### config.mk
export PLATFORM = sky130hd
export DESIGN_NAME = alarm_bank
export DESIGN_NICKNAME = d
export VERILOG_FILES = /design/src/rtl/alarm_bank.sv
export SDC_FILE = /design/constraint.sdc
export NUM_CORES = 1
export LEC_CHECK = 0
export ABC_CLOCK_PERIOD_IN_PS = 5000
export BUFFER_PORTS_ARGS = -buffer_cell sky130_fd_sc_hd__buf_4
export CAP_MARGIN = 5
export CORE_UTILIZATION = 60
export DETAILED_ROUTE_END_ITERATION = 7
export GPL_TIMING_DRIVEN = 0
export PLACE_DENSITY = 0.87
export SYNTH_ARGS = -nofsm -noshare
export SYNTH_HDL_FRONTEND = slang
export SYNTH_SLANG_ARGS = --single-unit
### constraint.sdc
create_clock -name clk -period 5 [get_ports clk]
set_clock_uncertainty 0.1 [all_clocks]
set_input_delay 0.25 -clock clk [delete_from_list [all_inputs] [get_ports clk]]
set_output_delay 0.25 -clock clk [all_outputs]
set_load 0.02 [all_outputs]
### src/rtl/alarm_bank.sv
// N-slot HH:MM alarm bank with ring/snooze/timeout FSM; edits and state changes appear one cycle after the input pulse.
// No backpressure: all button inputs are single-cycle pulses and are acted on in the cycle they arrive.
module alarm_bank #(
    parameter int N_ALARMS       = 4,
    parameter int SNOOZE_MIN     = 5,
    parameter int RING_TIMEOUT_S = 60
) (
    input  logic                        clk,
    input  logic                        reset,
    input  logic [19:0]                 cur_time,
    input  logic                        tick,
    input  logic                        sel_btn,
    input  logic [1:0]                  edit_btns,
    input  logic                        en_btn,
    input  logic                        snooze_btn,
    input  logic                        stop_btn,
    output logic [$clog2(N_ALARMS)-1:0] sel_idx,
    output logic [19:0]                 sel_time,
    output logic [N_ALARMS-1:0]         alarm_en,
    output logic                        ringing,
    output logic                        snoozed,
    output logic [$clog2(N_ALARMS)-1:0] ring_idx
);
    localparam int IW = $clog2(N_ALARMS);

    typedef enum logic [1:0] {IDLE, RINGING, SNOOZED} state_t;

    state_t        state_q, state_d;
    logic [IW-1:0] ring_idx_d;
    logic [7:0]    cnt_q, cnt_d;
    logic [12:0]   tgt_q, tgt_d;
    logic [5:0]    slot_hh [N_ALARMS];
    logic [6:0]    slot_mm [N_ALARMS];
    logic          match_any;
    logic [IW-1:0] match_idx;

    function automatic logic [5:0] hour_inc(input logic [5:0] h);
        if (h == 6'h23)
            return 6'h00;
        else if (h[3:0] == 4'd9)
            return {h[5:4] + 2'd1, 4'd0};
        else
            return {h[5:4], h[3:0] + 4'd1};
    endfunction

    function automatic logic [6:0] min_inc(input logic [6:0] m);
        if (m == 7'h59)
            return 7'h00;
        else if (m[3:0] == 4'd9)
            return {m[6:4] + 3'd1, 4'd0};
        else
            return {m[6:4], m[3:0] + 4'd1};
    endfunction

    // Done in binary then converted back: simpler than chained BCD carries.
    function automatic logic [12:0] add_snooze(input logic [19:0] t);
        logic [6:0] m;
        logic [4:0] h;
        m = 7'(t[13:11] * 10 + t[10:7]) + 7'(SNOOZE_MIN);
        h = 5'(t[19:18] * 10 + t[17:14]);
        if (m >= 7'd60) begin
            m = m - 7'd60;
            h = h + 5'd1;
        end
        if (h >= 5'd24)
            h = h - 5'd24;
        return {2'(h / 5'd10), 4'(h % 5'd10), 3'(m / 7'd10), 4'(m % 7'd10)};
    endfunction

    // Descending scan so the lowest matching index is the one left standing.
    always_comb begin
        match_any = 1'b0;
        match_idx = '0;
        for (int k = N_ALARMS - 1; k >= 0; k--) begin
            if (alarm_en[k] && cur_time == {slot_hh[k], slot_mm[k], 7'd0}) begin
                match_any = 1'b1;
                match_idx = IW'(k);
            end
        end
    end

    always_ff @(posedge clk) begin
        if (reset) begin
            sel_idx  <= '0;
            alarm_en <= '0;
            for (int k = 0; k < N_ALARMS; k++) begin
                slot_hh[k] <= '0;
                slot_mm[k] <= '0;
            end
        end else begin
            if (sel_btn)
                sel_idx <= (sel_idx == IW'(N_ALARMS - 1)) ? '0 : sel_idx + 1'b1;
            if (edit_btns[1])
                slot_hh[sel_idx] <= hour_inc(slot_hh[sel_idx]);
            if (edit_btns[0])
                slot_mm[sel_idx] <= min_inc(slot_mm[sel_idx]);
            if (en_btn)
                alarm_en[sel_idx] <= ~alarm_en[sel_idx];
        end
    end

    always_ff @(posedge clk) begin
        if (reset) begin
            state_q  <= IDLE;
            ring_idx <= '0;
            cnt_q    <= '0;
            tgt_q    <= '0;
        end else begin
            state_q  <= state_d;
            ring_idx <= ring_idx_d;
            cnt_q    <= cnt_d;
            tgt_q    <= tgt_d;
        end
    end

    always_comb begin
        state_d    = state_q;
        ring_idx_d = ring_idx;
        cnt_d      = cnt_q;
        tgt_d      = tgt_q;
        case (state_q)
            IDLE: begin
                if (tick && match_any) begin
                    state_d    = RINGING;
                    ring_idx_d = match_idx;
                    cnt_d      = '0;
                end
            end
            RINGING: begin
                if (stop_btn) begin
                    state_d = IDLE;
                end else if (snooze_btn) begin
                    state_d = SNOOZED;
                    tgt_d   = add_snooze(cur_time);
                end else if (tick) begin
                    if (cnt_q + 8'd1 == 8'(RING_TIMEOUT_S))
                        state_d = IDLE;
                    else
                        cnt_d = cnt_q + 8'd1;
                end
            end
            SNOOZED: begin
                if (stop_btn) begin
                    state_d = IDLE;
                end else if (tick && match_any) begin
                    state_d    = RINGING;
                    ring_idx_d = match_idx;
                    cnt_d      = '0;
                end else if (tick && cur_time == {tgt_q, 7'd0}) begin
                    state_d = RINGING;
                    cnt_d   = '0;
                end
            end
            default: state_d = IDLE;
        endcase
    end

    assign sel_time = {slot_hh[sel_idx], slot_mm[sel_idx], 7'd0};
    assign ringing  = (state_q == RINGING);
    assign snoozed  = (state_q == SNOOZED);

endmodule

==> impl_summary.md <==
Synthesis
In this run the cell area of the synthesized design comes to between 6000 and 7000 sq um. The prevailing post-synth register cell is sky130_fd_sc_hd__edfxtp_1. The synthesized netlist contains 68 unique library cells. Counting flops and latches in the post-synthesis netlist gives 85. Summing the areas of all compound-gate instances in the mapped netlist gives about an eighth of the synthesized area. After synthesis, the largest family of logic cells by area is simple AND/OR/NAND/NOR gates. In the synthesized netlist the async set-or-reset flop fraction comes to 0%. After synthesis, the share of cell area in mux cells is 6.07%.

The count of mapped cells out of synthesis is roughly 640. The post-synthesis adder-cell area fraction is roughly 7.3%. In this run the mean area of a mapped cell was approximately 9.4 sq um.

The number of warning messages in the yosys log is 0. Of the synthesized area, sequential elements account for a little under two fifths. After Yosys synthesis, XOR and XNOR cells account for roughly 13% of the synthesized area. Of the total synthesized cell area, the portion taken by AND, OR, NAND and NOR gates is between 10% and 20%. The synthesized design contains between 50 and 60 enable-type register cells.

STA
In the final timing run, aggregate negative setup slack is 0 ns. The final critical-path required period is 4.46 ns. The smallest hold slack is 0.101 ns. The upper clock frequency limit is between 0.2 and 0.25 GHz. Setup repair after global routing left no endpoint under its margin. The worst relative slew slack is between 40 and 50%. The number of max-slew violations in the final report was 0. The worst path meets setup with 0.538 ns of slack. The actual transition at the worst max-transition pin is between 0.8 and 0.9 ns. The number of failing setup endpoints in the final timing report is 0. Of the available clock period, the critical path in the final layout requires just under 90%. The final-report hold violation count is 0.

Die
After floorplanning, the core was sized to cover slightly below 10000 sq um. The chip height is a little over 100 microns. 59 I/O pins were placed. In this run the horizontal extent of the chip is 102 microns. The full die area is about 10000 sq um. The number of cell rows is 36. For this configuration, the core starts out at a cell density of ~60%.

Global route
The initial antenna violation count is 0. Entering global routing, the biggest net connects 15 pins. The global-route wire length before repair is between 20 and 25 mm. The sum of overflow across all layers after global routing is 0. The number of global-route vias before repair is between 5k and 6k. Global routing used between 30% and 40% of the available tracks across all layers.

Pwr
Combinational logic is responsible for 36.7% of the overall power. The share of total power consumed by net switching is a little over a third. Registers are responsible for around two fifths of the overall power. The worst IR drop on VDD is approximately 260 uV. For this design the static power due to leakage is 2.62 nW. The cell internal power dissipation is around 1.4 mW. Total power for the finished layout comes to about 2.1 mW.

The clock network is responsible for between 20% and 30% of the overall power. The power per cell area is approximately 310 nW/um^2. The net switching component of the power is 0.742 mW.

Worst setup path
The worst setup path is launched from a primary input. The largest delay contributor family on the critical path is compound AO/OA/AOI/OAI gates. The cell type of the slowest stage on the worst timing path is sky130_fd_sc_hd__o311ai_2. The worst-case reg-to-reg path depth is 9. The number of buffers and inverters on the critical path is 3. The instance count on the critical path is 17. STA classifies the critical path endpoint as a flop. The signal on the critical path passes through buf_4 -> clkbuf_1 -> inv_1 -> ha_1 -> fa_1 -> xnor2_2 -> ha_1 -> a21oi_1 -> o311ai_2 -> nand4_1 -> mux2i_1 -> nand2_1 -> ha_1 -> a211oi_1 -> o22ai_2 -> a21oi_1 -> a21oi_1.

In this run the worst path has a maximum fanout of 7. For the worst setup path, the data required time is slightly above 5 ns. The largest single stage delay on the critical path is 0.57 ns. The critical path class is in -> reg.

At the worst endpoint, the arrival time is 4.59 ns.

CTS
The clock transition at the registers of the reported paths is 0.10 ns. The clock tree from TritonCTS is built. The count of cells resized by post-cts repair is 0. The insertion delay to the later sink of the worst-skew pair is around 0.37 ns.

The clock net in this run drives a total of 85 sinks. The number of buffers inserted during clock tree synthesis is 9. The buffer levels on the longest clock path is 2.

The maximum level of the CTS H-tree is 3. The library cell used as clock root buffer is sky130_fd_sc_hd__clkbuf_8.

Layout
Compared with the post-synthesis result, the final layout area differs by 12.7%. The combined flip-flop and latch cell area is approximately 2200 sq um. The number of antenna diodes in the final layout is 0. The layout has 744 filler cells.

Cells fill a little over two thirds of the core in the end. With fillers left out, the area of the finished cells amounts to between 6000 and 7000 sq um. The share of final-layout standard cells stronger than drive strength 1 is between 15 and 20%. The number of nets in the layout is 770. The area occupied by multi-input gates is 3540 sq um. Once layout is complete, the cells apart from fillers number 845.

Worst hold path
The kind of path behind the tightest hold check is in -> reg. Along the worst hold path, the cell count comes to 4.

Detailed routing
The post-detailed-routing wire length is between 15 and 20 mm. The violation count after the first detailed-route iteration is 334. The number of antenna-violating nets in the routed design is 0. The vias per cell is 6.19.

The pre-antenna-repair detailed-routing pass consisted of 7 iterations. The average wire per cell in the routed design is around 18 microns. The number of design rule violations left after detail routing is 0.

The final route contains ~5.2k vias.

Place
Port buffering added 48 buffers. The post-placement setup slack is roughly 0.20 ns. The HPWL after detailed placement is around 12 mm. The global placer's final weighted congestion is between 0.9 and 1. Including well taps, the total number of placed cells is 828. Summing all placed instances gives a cell area of between 6000 and 7000 sq um.

Flow run
The reported max-cap violation count is 0.

Status
The run finished with clean final reports.
cell usage after synthesis (all sizes together) (15+ instances only):
| cell type | count | area, sq um |
|---|---|---|
| xnor2 | 76 | 688 |
| nor2 | 75 | 282 |
| edfxtp | 52 | 1560 |
| nand2 | 48 | 180 |
| inv | 37 | 139 |
| a21oi | 34 | 181 |
| dfxtp | 33 | 661 |
| ha | 32 | 400 |
| nand4 | 26 | 163 |
| o21ai | 23 | 119 |
| clkbuf | 19 | 71.3 |
| nand3 | 17 | 85.1 |
| nor3 | 15 | 80.1 |
worst register-to-register path, cell delays in order, from the launching register on:
cell and delay [ns]:
sky130_fd_sc_hd__edfxtp_1 0.42, sky130_fd_sc_hd__xnor2_1 0.25, sky130_fd_sc_hd__nand4_1 0.13, sky130_fd_sc_hd__nor4_1 0.72, sky130_fd_sc_hd__o41ai_1 0.31, sky130_fd_sc_hd__a211oi_1 0.28
sky130_fd_sc_hd__a21oi_1 0.10, sky130_fd_sc_hd__nand2b_1 0.18, sky130_fd_sc_hd__or3_1 0.35, sky130_fd_sc_hd__a21oi_1 0.16
metal layers:
layer	GRT usage, %	share of wire, %	vias to the layer above
li1	-	-	2432
met1	38.3	39	2485
met2	52.6	49	255
met3	6.02	8.1	57
met4	15.4	4.0	0
met5	0	0	-
cells by family after synthesis:
group           Yosys count
mux                      19
fa+ha+maj                34
compound gates          111
xor+xnor                 84
simple gates            237
other cells               1
buf+inv                  70
flops                    85
layout by cell type, fill, tap and decap left out, drive strengths merged, types with 3 or more instances in the layout:
cell,Yosys,final
a211oi,7,7
buf,14,62
nand2,48,48
inv,37,39
and2,3,3
dfxtp,33,33
nand3b,7,7
a21oi,34,34
nor3,15,15
o31ai,4,4
nand4,26,26
mux2i,4,4
o211a,3,3
clkbuf,19,31
a31oi,5,5
xor2,8,8
o211ai,5,5
conb,1,7
a21o,7,7
mux4,14,14
xnor2,76,76
or3,8,8
or2,8,8
and3,5,5
ha,32,32
edfxtp,52,52
o21ai,23,23
nor2,75,75
nand2b,10,10
nand3,17,17
nor4,9,9
a311oi,5,5
power groups by stage:
stage | Clock (mW) | Combinational, mW | Sequential (mW)
2_1_floorplan | 0 | 0.568 | 0.815
3_3_place_gp | 0 | 0.723 | 0.819
3_5_place_dp | 0 | 0.751 | 0.822
4_1_cts | 0.520 | 0.759 | 0.805
5_1_grt | 0.547 | 0.845 | 0.809
6_report | 0.520 | 0.768 | 0.806
repair_timing:
action                                 4_1_cts  5_1_grt
setup buffers                                0        0
hold buffers                                 1        0
endpoints found under the hold margin        1        0
final timing paths:
path,from,endpoint,slack (ns)
max,cur_time[12],tgt_q[9],0.54
min,snooze_btn,state_q[0],0.10
max reg2reg,slot_hh[3][4],cnt_q[7],1.94
min reg2reg,tgt_q[5],tgt_q[5],0.39
state kept, by name, summed over array words and instances (netlist names), named ones only:
register and cells:
sel_idx 2, alarm_en 4, slot_mm 28, ring_idx 2
slot_hh 24, state_q 2, tgt_q 13, cnt_q 8
final cells by class:
cell class                      instances  area share [%]
Timing Repair Buffer                   49            5.44
Buffer                                 33            2.33
Clock inverter                          4           0.790
Clock buffer                           12            2.30
Inverter                               37            2.04
Multi-Input combinational cell        492            52.0
Tap cell                              133            2.44
Sequential cell                        85            32.6
(Power assumes the default switching activity.)
